[config.mk]
export PLATFORM = sky130hd
export DESIGN_NAME = vedic_mul_sched_flat
export DESIGN_NICKNAME = d
export VERILOG_FILES = /design/src/rtl/vedic_mul_sched_if.sv /design/src/rtl/vedic_mul_sched.sv /design/src/flat_wrapper.sv
export SDC_FILE = /design/constraint.sdc
export NUM_CORES = 2
export LEC_CHECK = 0
export CORE_MARGIN = 4
export CORE_UTILIZATION = 50
export DETAILED_ROUTE_END_ITERATION = 6
export GPL_TIMING_DRIVEN = 0
export PLACE_DENSITY = 0.69
export SLEW_MARGIN = 20
export SYNTH_ARGS = -nofsm -noshare
export SYNTH_HDL_FRONTEND = slang
export SYNTH_SLANG_ARGS = --single-unit
[constraint.sdc]
create_clock -name clk -period 12.6 [get_ports clk]
set_clock_uncertainty 0.2 [all_clocks]
set_input_delay 2.52 -clock clk [delete_from_list [all_inputs] [get_ports clk]]
set_output_delay 2.52 -clock clk [all_outputs]
set_load 0.005 [all_outputs]
[src/rtl/vedic_mul_sched_if.sv]
// Request/response bundle between the client datapaths and vedic_mul_sched.
// Operand lanes are packed per requester: requester i owns bits [i*W +: W].
interface vedic_mul_sched_if #(
  parameter int unsigned NREQ = 4,
  parameter int unsigned W    = 32,
  parameter int unsigned IDW  = $clog2(NREQ)
);
  logic [NREQ-1:0]   req_valid;
  logic [NREQ-1:0]   req_ready;
  logic [NREQ*W-1:0] req_a;
  logic [NREQ*W-1:0] req_b;
  logic              rsp_valid;
  logic              rsp_ready;
  logic [2*W-1:0]    rsp_data;
  logic [IDW-1:0]    rsp_id;

  modport master (
    output req_valid, req_a, req_b, rsp_ready,
    input  req_ready, rsp_valid, rsp_data, rsp_id
  );

  modport slave (
    input  req_valid, req_a, req_b, rsp_ready,
    output req_ready, rsp_valid, rsp_data, rsp_id
  );
endinterface

[src/rtl/vedic_mul_sched.sv]
// Round-robin scheduler sharing one combinational Vedic 32x32 multiplier
// between NREQ requesters; one operation every three cycles without stalls.

// 2x2 Urdhva-Tiryagbhyam cell built from AND gates and two half adders.
module vedic_2x2 (
  input  logic [1:0] a,
  input  logic [1:0] b,
  output logic [3:0] out
);
  logic w_p0;
  logic w_x;
  logic w_y;
  logic w_hh;
  logic w_c1;

  assign w_p0 = a[0] & b[0];
  assign w_x  = a[1] & b[0];
  assign w_y  = a[0] & b[1];
  assign w_hh = a[1] & b[1];
  assign w_c1 = w_x & w_y;
  assign out  = {w_hh & w_c1, w_hh ^ w_c1, w_x ^ w_y, w_p0};
endmodule

// Recombines four half-width partial products: lo + (cross terms << H) + (hi << 2H).
module vedic_merge #(
  parameter int unsigned H = 2
) (
  input  logic [2*H-1:0] q0,
  input  logic [2*H-1:0] q1,
  input  logic [2*H-1:0] q2,
  input  logic [2*H-1:0] q3,
  output logic [4*H-1:0] out
);
  localparam int unsigned PW = 4 * H;

  logic [PW-1:0] w_lo;
  logic [PW-1:0] w_mid;
  logic [PW-1:0] w_hi;

  assign w_lo  = PW'(q0);
  assign w_mid = (PW'(q1) + PW'(q2)) << H;
  assign w_hi  = {q3, (2*H)'(0)};
  assign out   = w_lo + w_mid + w_hi;
endmodule

module vedic_4x4 (
  input  logic [3:0] a,
  input  logic [3:0] b,
  output logic [7:0] out
);
  logic [3:0] w_q0;
  logic [3:0] w_q1;
  logic [3:0] w_q2;
  logic [3:0] w_q3;

  vedic_2x2 u_q0 (.a(a[1:0]), .b(b[1:0]), .out(w_q0));
  vedic_2x2 u_q1 (.a(a[3:2]), .b(b[1:0]), .out(w_q1));
  vedic_2x2 u_q2 (.a(a[1:0]), .b(b[3:2]), .out(w_q2));
  vedic_2x2 u_q3 (.a(a[3:2]), .b(b[3:2]), .out(w_q3));
  vedic_merge #(.H(2)) u_merge (.q0(w_q0), .q1(w_q1), .q2(w_q2), .q3(w_q3), .out(out));
endmodule

module vedic_8x8 (
  input  logic [7:0]  a,
  input  logic [7:0]  b,
  output logic [15:0] out
);
  logic [7:0] w_q0;
  logic [7:0] w_q1;
  logic [7:0] w_q2;
  logic [7:0] w_q3;

  vedic_4x4 u_q0 (.a(a[3:0]), .b(b[3:0]), .out(w_q0));
  vedic_4x4 u_q1 (.a(a[7:4]), .b(b[3:0]), .out(w_q1));
  vedic_4x4 u_q2 (.a(a[3:0]), .b(b[7:4]), .out(w_q2));
  vedic_4x4 u_q3 (.a(a[7:4]), .b(b[7:4]), .out(w_q3));
  vedic_merge #(.H(4)) u_merge (.q0(w_q0), .q1(w_q1), .q2(w_q2), .q3(w_q3), .out(out));
endmodule

module vedic_16x16 (
  input  logic [15:0] a,
  input  logic [15:0] b,
  output logic [31:0] out
);
  logic [15:0] w_q0;
  logic [15:0] w_q1;
  logic [15:0] w_q2;
  logic [15:0] w_q3;

  vedic_8x8 u_q0 (.a(a[7:0]),  .b(b[7:0]),  .out(w_q0));
  vedic_8x8 u_q1 (.a(a[15:8]), .b(b[7:0]),  .out(w_q1));
  vedic_8x8 u_q2 (.a(a[7:0]),  .b(b[15:8]), .out(w_q2));
  vedic_8x8 u_q3 (.a(a[15:8]), .b(b[15:8]), .out(w_q3));
  vedic_merge #(.H(8)) u_merge (.q0(w_q0), .q1(w_q1), .q2(w_q2), .q3(w_q3), .out(out));
endmodule

module vedic_32x32 (
  input  logic [31:0] a,
  input  logic [31:0] b,
  output logic [63:0] out
);
  logic [31:0] w_q0;
  logic [31:0] w_q1;
  logic [31:0] w_q2;
  logic [31:0] w_q3;

  vedic_16x16 u_q0 (.a(a[15:0]),  .b(b[15:0]),  .out(w_q0));
  vedic_16x16 u_q1 (.a(a[31:16]), .b(b[15:0]),  .out(w_q1));
  vedic_16x16 u_q2 (.a(a[15:0]),  .b(b[31:16]), .out(w_q2));
  vedic_16x16 u_q3 (.a(a[31:16]), .b(b[31:16]), .out(w_q3));
  vedic_merge #(.H(16)) u_merge (.q0(w_q0), .q1(w_q1), .q2(w_q2), .q3(w_q3), .out(out));
endmodule

module vedic_mul_sched #(
  parameter int unsigned NREQ = 4
) (
  input  logic              clk,
  input  logic              rst_n,
  vedic_mul_sched_if.slave  bus,
  output logic              busy,
  output logic [15:0]       done_cnt
);
  localparam int unsigned W   = 32;
  localparam int unsigned PW  = 2 * W;
  localparam int unsigned IDW = $clog2(NREQ);

  typedef enum logic [1:0] {
    S_IDLE = 2'd0,
    S_MUL  = 2'd1,
    S_RESP = 2'd2
  } state_e;

  state_e          r_state;
  logic [W-1:0]    r_op_a;
  logic [W-1:0]    r_op_b;
  logic [IDW-1:0]  r_id;
  logic [IDW-1:0]  r_last;
  logic            r_rsp_valid;
  logic [PW-1:0]   r_rsp_data;
  logic [IDW-1:0]  r_rsp_id;
  logic            r_busy;
  logic [15:0]     r_done_cnt;

  logic            w_gnt_vld;
  logic [IDW-1:0]  w_gnt;
  logic [IDW-1:0]  w_idx;
  logic            w_accept;
  logic [W-1:0]    w_sel_a;
  logic [W-1:0]    w_sel_b;
  logic [PW-1:0]   w_prod;

  // Round-robin search: first valid index strictly after the last winner.
  always_comb begin
    w_gnt_vld = 1'b0;
    w_gnt     = '0;
    w_idx     = '0;
    for (int k = 1; k <= int'(NREQ); k++) begin
      w_idx = IDW'((int'(r_last) + k) % int'(NREQ));
      if (!w_gnt_vld && bus.req_valid[w_idx]) begin
        w_gnt_vld = 1'b1;
        w_gnt     = w_idx;
      end
    end
  end

  // Grant is offered only from IDLE, so accept never overlaps a response.
  assign w_accept = rst_n && (r_state == S_IDLE) && w_gnt_vld;

  always_comb begin
    bus.req_ready = '0;
    if (w_accept) begin
      bus.req_ready[w_gnt] = 1'b1;
    end
  end

  assign w_sel_a = bus.req_a[32'(w_gnt) * W +: W];
  assign w_sel_b = bus.req_b[32'(w_gnt) * W +: W];

  vedic_32x32 u_mul (
    .a   (r_op_a),
    .b   (r_op_b),
    .out (w_prod)
  );

  // Scheduler FSM: IDLE -> MUL -> RESP -> IDLE, all outputs registered.
  always_ff @(posedge clk or negedge rst_n) begin
    if (!rst_n) begin
      r_state     <= S_IDLE;
      r_op_a      <= '0;
      r_op_b      <= '0;
      r_id        <= '0;
      r_last      <= IDW'(NREQ - 1);
      r_rsp_valid <= 1'b0;
      r_rsp_data  <= '0;
      r_rsp_id    <= '0;
      r_busy      <= 1'b0;
      r_done_cnt  <= '0;
    end else begin
      unique case (r_state)
        S_IDLE: begin
          if (w_accept) begin
            r_op_a  <= w_sel_a;
            r_op_b  <= w_sel_b;
            r_id    <= w_gnt;
            r_last  <= w_gnt;
            r_busy  <= 1'b1;
            r_state <= S_MUL;
          end
        end
        S_MUL: begin
          r_rsp_data  <= w_prod;
          r_rsp_id    <= r_id;
          r_rsp_valid <= 1'b1;
          r_state     <= S_RESP;
        end
        S_RESP: begin
          if (bus.rsp_ready) begin
            r_rsp_valid <= 1'b0;
            r_done_cnt  <= r_done_cnt + 16'd1;
            r_busy      <= 1'b0;
            r_state     <= S_IDLE;
          end
        end
        default: begin
          r_rsp_valid <= 1'b0;
          r_busy      <= 1'b0;
          r_state     <= S_IDLE;
        end
      endcase
    end
  end

  assign bus.rsp_valid = r_rsp_valid;
  assign bus.rsp_data  = r_rsp_data;
  assign bus.rsp_id    = r_rsp_id;
  assign busy          = r_busy;
  assign done_cnt      = r_done_cnt;
endmodule

[src/flat_wrapper.sv]
// flat-port wrapper written by rule: the top's interface ports become plain ports
module vedic_mul_sched_flat 
#(
  parameter int unsigned NREQ = 4
)
  (clk, rst_n, busy, done_cnt, bus_req_valid, bus_req_a, bus_req_b, bus_rsp_ready, bus_req_ready, bus_rsp_valid, bus_rsp_data, bus_rsp_id);
  vedic_mul_sched_if #(.NREQ(NREQ), .W((32))) bus_i ();
  input  logic clk;
  input  logic rst_n;
  output logic busy;
  output logic [15:0] done_cnt;
  input wire logic [$bits(bus_i.req_valid)-1:0] bus_req_valid;
  input wire logic [$bits(bus_i.req_a)-1:0] bus_req_a;
  input wire logic [$bits(bus_i.req_b)-1:0] bus_req_b;
  input wire logic [$bits(bus_i.rsp_ready)-1:0] bus_rsp_ready;
  output wire logic [$bits(bus_i.req_ready)-1:0] bus_req_ready;
  output wire logic [$bits(bus_i.rsp_valid)-1:0] bus_rsp_valid;
  output wire logic [$bits(bus_i.rsp_data)-1:0] bus_rsp_data;
  output wire logic [$bits(bus_i.rsp_id)-1:0] bus_rsp_id;
  assign bus_i.req_valid = bus_req_valid;
  assign bus_i.req_a = bus_req_a;
  assign bus_i.req_b = bus_req_b;
  assign bus_i.rsp_ready = bus_rsp_ready;
  assign bus_req_ready = bus_i.req_ready;
  assign bus_rsp_valid = bus_i.rsp_valid;
  assign bus_rsp_data = bus_i.rsp_data;
  assign bus_rsp_id = bus_i.rsp_id;
  vedic_mul_sched #(.NREQ(NREQ)) u_core (.clk(clk), .rst_n(rst_n), .bus(bus_i), .busy(busy), .done_cnt(done_cnt));
endmodule
* Yosys cells after proc, flatten, opt, wreduce, memory -nomap -nowiden
Cells that the tools add are included.
** Cells by class
- Equality and inequality tests :: 4
- Multiplexer cells :: 26
- Shift-type cells :: 2
- Bitwise operators :: 2050
- Order comparisons :: 6
- Reduce and logical (&&, ||, !) cells :: 15
- Add/subtract/negate cells :: 260
** Operators with widths (count)
- $and A1 B1 Y1 :: 1536
- $add A4 B8 Y8 :: 64
- $add A8 B8 Y8 :: 64
- $xor A1 B1 Y1 :: 512
- $add A4 B4 Y5 :: 64
- $add A14 B16 Y16 :: 16
- $shiftx A128 B8 Y32 :: 2
- $add A8 B13 Y14 :: 16
- $add A8 B8 Y9 :: 16
- $add A16 B32 Y32 :: 4
- $add A32 B32 Y32 :: 4
- $add A16 B16 Y17 :: 4
- $add A50 B64 Y64 :: 1
- $add A32 B49 Y50 :: 1
- $add A32 B32 Y33 :: 1
- $add A16 B1 Y16 const B :: 1
- $lt A2 B3 Y1 const B :: 5
- $mux W2 :: 6
- $mux W1 :: 11
- $bmux W1 S2 :: 4
- $reduce_and A2 Y1 :: 4
- $logic_and A1 B1 Y1 :: 6
- $pmux W1 S3 :: 2
- $pmux W2 S3 :: 1
- other kinds (13) :: 18
** Word-level totals
- Bits of input ports :: 263
- Register bits :: 154
- Output and inout port bits :: 88
- Logic and storage cells :: 2373

* Logic depth before layout (Yosys ltp)
- Depth after elaboration :: 18
- Depth in mapped cells :: 51
- Mapped depth without buffers :: 50

* Modules after synthesis
Synthesis repeated with hierarchy kept, for this count alone.
** Second synthesis, totals
- Cells, all modules :: 7848
- Area, all modules :: 66901.7 um2
** By module, submodules not included
- vedic_merge (u_core.u_mul.u_q0.u_q0.u_q0.u_merge ...) :: area an instance 326.6 um2, sequential area each 0.0 um2, instances 64, cells each 36
- vedic_2x2 :: area an instance 57.6 um2, sequential area each 0.0 um2, instances 256, cells each 7
- vedic_merge (u_core.u_mul.u_q0.u_q0.u_merge ...) :: area an instance 792.0 um2, sequential area each 0.0 um2, instances 10, cells each 99
- vedic_mul_sched :: area an instance 7350.8 um2, sequential area each 3856.2 um2, instances 1, cells each 621
- vedic_merge (u_core.u_mul.u_q0.u_merge ...) :: area an instance 1903.1 um2, sequential area each 0.0 um2, instances 3, cells each 260
- vedic_merge (u_core.u_mul.u_q0.u_q1.u_merge ...) :: area an instance 773.2 um2, sequential area each 0.0 um2, instances 5, cells each 97
- vedic_merge (u_core.u_mul.u_merge) :: area an instance 3726.1 um2, sequential area each 0.0 um2, instances 1, cells each 512
- vedic_merge (u_core.u_mul.u_q1.u_merge) :: area an instance 1923.1 um2, sequential area each 0.0 um2, instances 1, cells each 264
- vedic_merge (u_core.u_mul.u_q1.u_q2.u_merge) :: area an instance 772.0 um2, sequential area each 0.0 um2, instances 1, cells each 100

* Worst setup path after synthesis
OpenSTA, ideal clock, no wires.
- Path type :: flip-flop to flip-flop
- Start :: register u_core.r_op_b[30]
- End :: register u_core.r_rsp_data[61] (netlist: u_core.bus.rsp_data[61])
- Setup slack :: 2807 ps
- Required time :: 12317 ps
- Library setup time :: 83 ps
- Arrival :: 9511 ps
- Clock period less this slack :: 9793 ps
- Stages on the path, launching flop included :: 48
- Path buffers :: 1
- Cells stage by stage :: dfrtp_1 > clkbuf_1 > and2_1 > ha_1 > fa_1 > inv_1 > fa_1 > inv_1 > ha_1 > inv_1 > nor2_1 > nor2_1 > o21bai_1 > a21oi_1 > xnor2_1 > ha_1 > xnor2_1 > ha_1 > [12 not listed] > ha_1 > and2_1 > o21ai_0 > a31oi_1 > o41ai_2 > or4b_1 > o211ai_1 > ha_1 > a211oi_1 > nand2_1 > o21ai_0 > nor3b_1 > o21a_1 > a311oi_1 > nand2b_2 > nor2_1 > xor2_1 > o21ai_0
** On the way
- Longest elaborated chain between the ends :: 15
- Elaborated cells between the ends (all ways) :: 138
- Those cells by class :: add/sub: 45; bitwise: 93
** Ends and longest elaborated chain
- start, declared :: line vedic_mul_sched.sv:135 : logic [W-1:0] r_op_b;
- start signal, assigned :: line vedic_mul_sched.sv:203 : r_op_b <= w_sel_b;
- $and A1 B1 Y1 :: line vedic_mul_sched.sv:17 : assign w_x = a[1] & b[0];
- $and A1 B1 Y1 :: line vedic_mul_sched.sv:20 : assign w_c1 = w_x & w_y;
- $xor A1 B1 Y1 / $and A1 B1 Y1 (equally long branches) :: line vedic_mul_sched.sv:21 : assign out = {w_hh & w_c1, w_hh ^ w_c1, w_x ^ w_y, w_p0};
- $add A4 B4 Y5 :: line vedic_mul_sched.sv:41 : assign w_mid = (PW'(q1) + PW'(q2)) << H;
- $add A4 B8 Y8 :: line vedic_mul_sched.sv:43 : assign out = w_lo + w_mid + w_hi;
- $add A8 B8 Y8 :: line vedic_mul_sched.sv:43
- $add A8 B8 Y9 :: line vedic_mul_sched.sv:41
- $add A8 B13 Y14 :: line vedic_mul_sched.sv:43
- $add A14 B16 Y16 :: line vedic_mul_sched.sv:43
- $add A16 B16 Y17 :: line vedic_mul_sched.sv:41
- $add A16 B32 Y32 :: line vedic_mul_sched.sv:43
- $add A32 B32 Y32 :: line vedic_mul_sched.sv:43
- $add A32 B32 Y33 :: line vedic_mul_sched.sv:41
- $add A32 B49 Y50 :: line vedic_mul_sched.sv:43
- $add A50 B64 Y64 * :: line vedic_mul_sched.sv:43
- end signal, assigned :: line vedic_mul_sched.sv:211 : r_rsp_data <= w_prod;
- end, declared :: line vedic_mul_sched.sv:139 : logic [PW-1:0] r_rsp_data;
Every way passes the cells marked *; elsewhere a longest branch is shown, timed or not.
A chain may end at the register's enable or synchronous reset.

* Worst setup path after layout
- Start :: register u_core.r_op_a[19]
- End :: register u_core.r_rsp_data[63] (netlist: u_core.bus.rsp_data[63])
** On the way
- Longest elaborated chain between the ends :: 15
- Elaborated cells between the ends (all ways) :: 141
- Those cells by class :: add/sub: 45; bitwise: 96
** Ends and longest elaborated chain
- start, declared :: line vedic_mul_sched.sv:134 : logic [W-1:0] r_op_a;
- start signal, assigned :: line vedic_mul_sched.sv:202 : r_op_a <= w_sel_a;
- $and A1 B1 Y1 :: line vedic_mul_sched.sv:17
- $and A1 B1 Y1 :: line vedic_mul_sched.sv:20
- $xor A1 B1 Y1 / $and A1 B1 Y1 (equally long branches) :: line vedic_mul_sched.sv:21
- $add A4 B4 Y5 :: line vedic_mul_sched.sv:41
- $add A4 B8 Y8 :: line vedic_mul_sched.sv:43
- $add A8 B8 Y8 :: line vedic_mul_sched.sv:43
- $add A8 B8 Y9 :: line vedic_mul_sched.sv:41
- $add A8 B13 Y14 :: line vedic_mul_sched.sv:43
- $add A14 B16 Y16 :: line vedic_mul_sched.sv:43
- $add A16 B16 Y17 :: line vedic_mul_sched.sv:41
- $add A16 B32 Y32 :: line vedic_mul_sched.sv:43
- $add A32 B32 Y32 :: line vedic_mul_sched.sv:43
- $add A32 B32 Y33 :: line vedic_mul_sched.sv:41
- $add A32 B49 Y50 :: line vedic_mul_sched.sv:43
- $add A50 B64 Y64 * :: line vedic_mul_sched.sv:43
Marked as above.

==> metrics.md <==
| Metric | Value |
|---|---|
| Gr ovfl total | 0 |
| Fraction of layout cells with a size suffix above 1 | 1.36% |
| ANT nets after route | 0 |
| Fin crit period | 12250 ps |
| H-tree depth | 4 |
| Worst Setup SP | u_core.r_op_a[19] |
| Synth cell count leaders | ha_1, and2_1, xnor2_1 |
| Cell family with most CP delay | compound AO/OA/AOI/OAI gates |
| Post-DP HPWL | 172000 µm |
| Slew @ Worst Pin | roughly 1100 ps |
| RR Startpoint | u_core.r_op_a[19] |
| Crit end category | register |
| Arr. time, crit path | 12450 ps |
| CTS clk-pin slew, worst paths | 80 ps |
| Synth top area share | 33.1% |
| RSZ-0062 raised after global routing | no |
| Via count | between 50000 and 60000 |
| Die Y | 351 µm |
| EDFF count, synth | 0 |
| GPL Wtd Cong | 0.984 |
| Initial core utilization | 50.5% |
| Reg2reg setup slack | 350 ps |
| Fin nets | about 9700 |
| Avg Cell Area, Syn | ~8.1 µm² |
| Final setup viols | 0 |
| Yosys warnings | 0 |
| Routed wire length per instance | between 20 and 25 µm |
| Slew Viols, Final | 0 |
| First-pass detailed-route iteration total | 6 |
| Worst skew pair latency | 570 ps |
| I/O pin total | 351 |
| Layout filler cell count | 11100 |
| Min-Delay Path Class | reg2reg |
| Core footprint | 0.117 mm² |
| Area Growth Syn to Fin | 10.6% |
| Number of core rows | ~130 |
| Worst path bufs/invs | 1 |
| Endpoints failing hold | 0 |
| Critical path launch point type | register |
| Post-synth ARST share | 100% |
| DRC Markers | 0 |
| Max cap viols | 0 |
| CTS sink count | around 150 |
| Delay of the slowest cell on the worst path | 680 ps |
| Drt via density | 5.73 |
| TritonCTS clock tree | done |
| Largest net degree at the start of global routing | 70 |
| Die area | 0.123 mm² |
| Crit-path slowest cell | clkbuf_1 |
| Worst flop-to-flop path endpoint | u_core.bus.rsp_data[63] |
| Total track usage | 32.0% |
| CP max FO | 10 |
| Worst setup margin | 355 ps |
| TritonCTS Buffers | 17 |
| Routed WL | 200000 µm |
| Worst slack, placed | 269 ps |
| Period Utilization, post-route | 97.2% |
| Initial antenna violation count | 22 |
| Mapped Cells | ~7300 |
| Crit path kind | reg2reg |
| Main flop type after synthesis | dfrtp_1 |
| Fmax achieved | 0.0817 GHz |
| Number of global-route vias before repair | 52000 |
| R2R depth | 40 |
| Sequential area share after synthesis | 6.54% |
| Yosys top cell by area | ha_1 |
| Count of cell types in the netlist | 84 |
| Rel. slew slack | 22.7% |
| Yosys reg bits | 154 |
| First-pass GRT wire length | 302000 µm |
| Cell mode on critical path | a21oi_1 |
| Most frequent cell after synthesis | ha_1 |
| Setup_tns | 0 ps |
| Worst path required time | 12810 ps |
| Net Count, Synth | 9308 |
| Worst setup path end | u_core.bus.rsp_data[63] |
| CTS root buf | clkbuf_16 |
| PortBufs | 350 |
| Mapped cell area | 0.0589 mm² |
| Status | finished, final reports clean |
| CP Depth | 40 |
| Max Root-Sink Buffers | 2 |
| DR iter-0 viols | roughly 3600 |
| Die Width | roughly 350 µm |
| Area contributors post-synth | ha_1, and2_1, xnor2_1, dfrtp_1, fa_1 |
## cells in the final DEF, fill, tap and decap left out, types with 9 or more instances in the layout
| master | instances |
|---|---|
| clkbuf_16 | 17 |
| or3_1 | 12 |
| nor3_1 | 41 |
| a21o_1 | 428 |
| nand3_1 | 122 |
| nor2b_1 | 61 |
| o21a_1 | 25 |
| o21ai_0 | 276 |
| o31ai_1 | 11 |
| inv_1 | 535 |
| and3_1 | 29 |
| xnor2_1 | 664 |
| a211oi_1 | 13 |
| and2_1 | 1036 |
| ha_1 | 1558 |
| clkdlybuf4s50_1 | 349 |
| clkbuf_2 | 33 |
| nand2b_1 | 36 |
| fa_1 | 170 |
| nand2_1 | 389 |
| a31oi_1 | 17 |
| o21bai_1 | 190 |
| nor2_1 | 347 |
| clkbuf_1 | 236 |
| a21oi_1 | 594 |
| o21ai_1 | 9 |
| xor2_1 | 189 |
| dfrtp_1 | 152 |
| a311oi_1 | 9 |
## state kept, by name, indices dropped and copies added, names as in the netlist
name and cells:
u_core.bus.rsp_id 2, u_core.bus.rsp_valid 1, u_core.r_state 2, u_core.bus.rsp_data 64, u_core.r_op_b 32, u_core.done_cnt 16, u_core.r_last 2, u_core.r_id 2
u_core.r_op_a 32, u_core.busy 1
## cell type report
| cell class | instances | area, µm² | area share, % |
|---|---|---|---|
| clock buffers | 19 | 443 | 0.680 |
| clock inverters | 13 | 148 | 0.227 |
| multi-input cells | 6357 | 52100 | 79.9 |
| inverters | 535 | 2010 | 3.08 |
| repair buffers | 355 | 3650 | 5.60 |
| well taps | 1524 | 1910 | 2.93 |
| diodes | 7 | 17.5 | 0.0269 |
| flip-flops and latches | 154 | 3860 | 5.92 |
| plain buffers | 271 | 1060 | 1.63 |
## per-layer routing
layer | GRT usage (%) | wire (µm) | vias up
met5 | 0 | 85 | -
met4 | 15.2 | 10900 | 12
met3 | 5.43 | 15300 | 349
met2 | 51.7 | 88000 | 1608
met1 | 41.6 | 85700 | 25200
li1 | - | - | 25800
## logic make-up (layout without fill, tap and decap cells)
kind of cell	count (synthesis)	after routing	synth area share [%]
and+or+nand+nor	2118	2118	19.1
adders and majority gates	1728	1728	38.8
AOI/OAI and AO/OA	1652	1652	17.6
xor gates and xnor gates	853	853	12.7
buffers and inverters	806	1193	5.14
DFF	154	154	6.54
muxes	6	6	0.110
other	0	7	0
## how the worst min path moves through the flow
stage	depth (start not counted)	slack [ps]	endpoint	start
2_1_floorplan	2	240	u_core.bus.rsp_id[1]	u_core.r_id[1]
3_3_place_gp	2	250	u_core.bus.rsp_id[1]	u_core.r_id[1]
3_5_place_dp	2	260	u_core.bus.rsp_id[1]	u_core.r_id[1]
4_1_cts	2	280	u_core.bus.rsp_id[1]	u_core.r_id[1]
5_1_grt	2	300	u_core.bus.rsp_data[54]	u_core.bus.rsp_data[54]
6_report	1	270	u_core.done_cnt[15]	u_core.done_cnt[15]
## stage by stage
| stage | std cells | area, µm² | util (%) | hold slack (ps) |
|---|---|---|---|---|
| 2_1_floorplan | 7317 | 58900 | - | 239 |
| 3_3_place_gp | 9191 | 64300 | 55.2 | 249 |
| 3_5_place_dp | 9196 | 64500 | 55.3 | 257 |
| 4_1_cts | 9228 | 65100 | 55.8 | 276 |
| 5_1_grt | 9228 | 65100 | 55.8 | 300 |
| 6_report | 9235 | 65200 | 55.9 | 271 |
## timing repair
item	CTS	global route
hold buffers	0	0
endpoints found under the setup margin	0	8
endpoints found under the hold margin	0	0
setup buffers	0	0
resized for setup	0	59
Power is left out: the tool's default activity adds up to more than one toggle a clock period on the data nets, which glitch-free logic cannot reach.
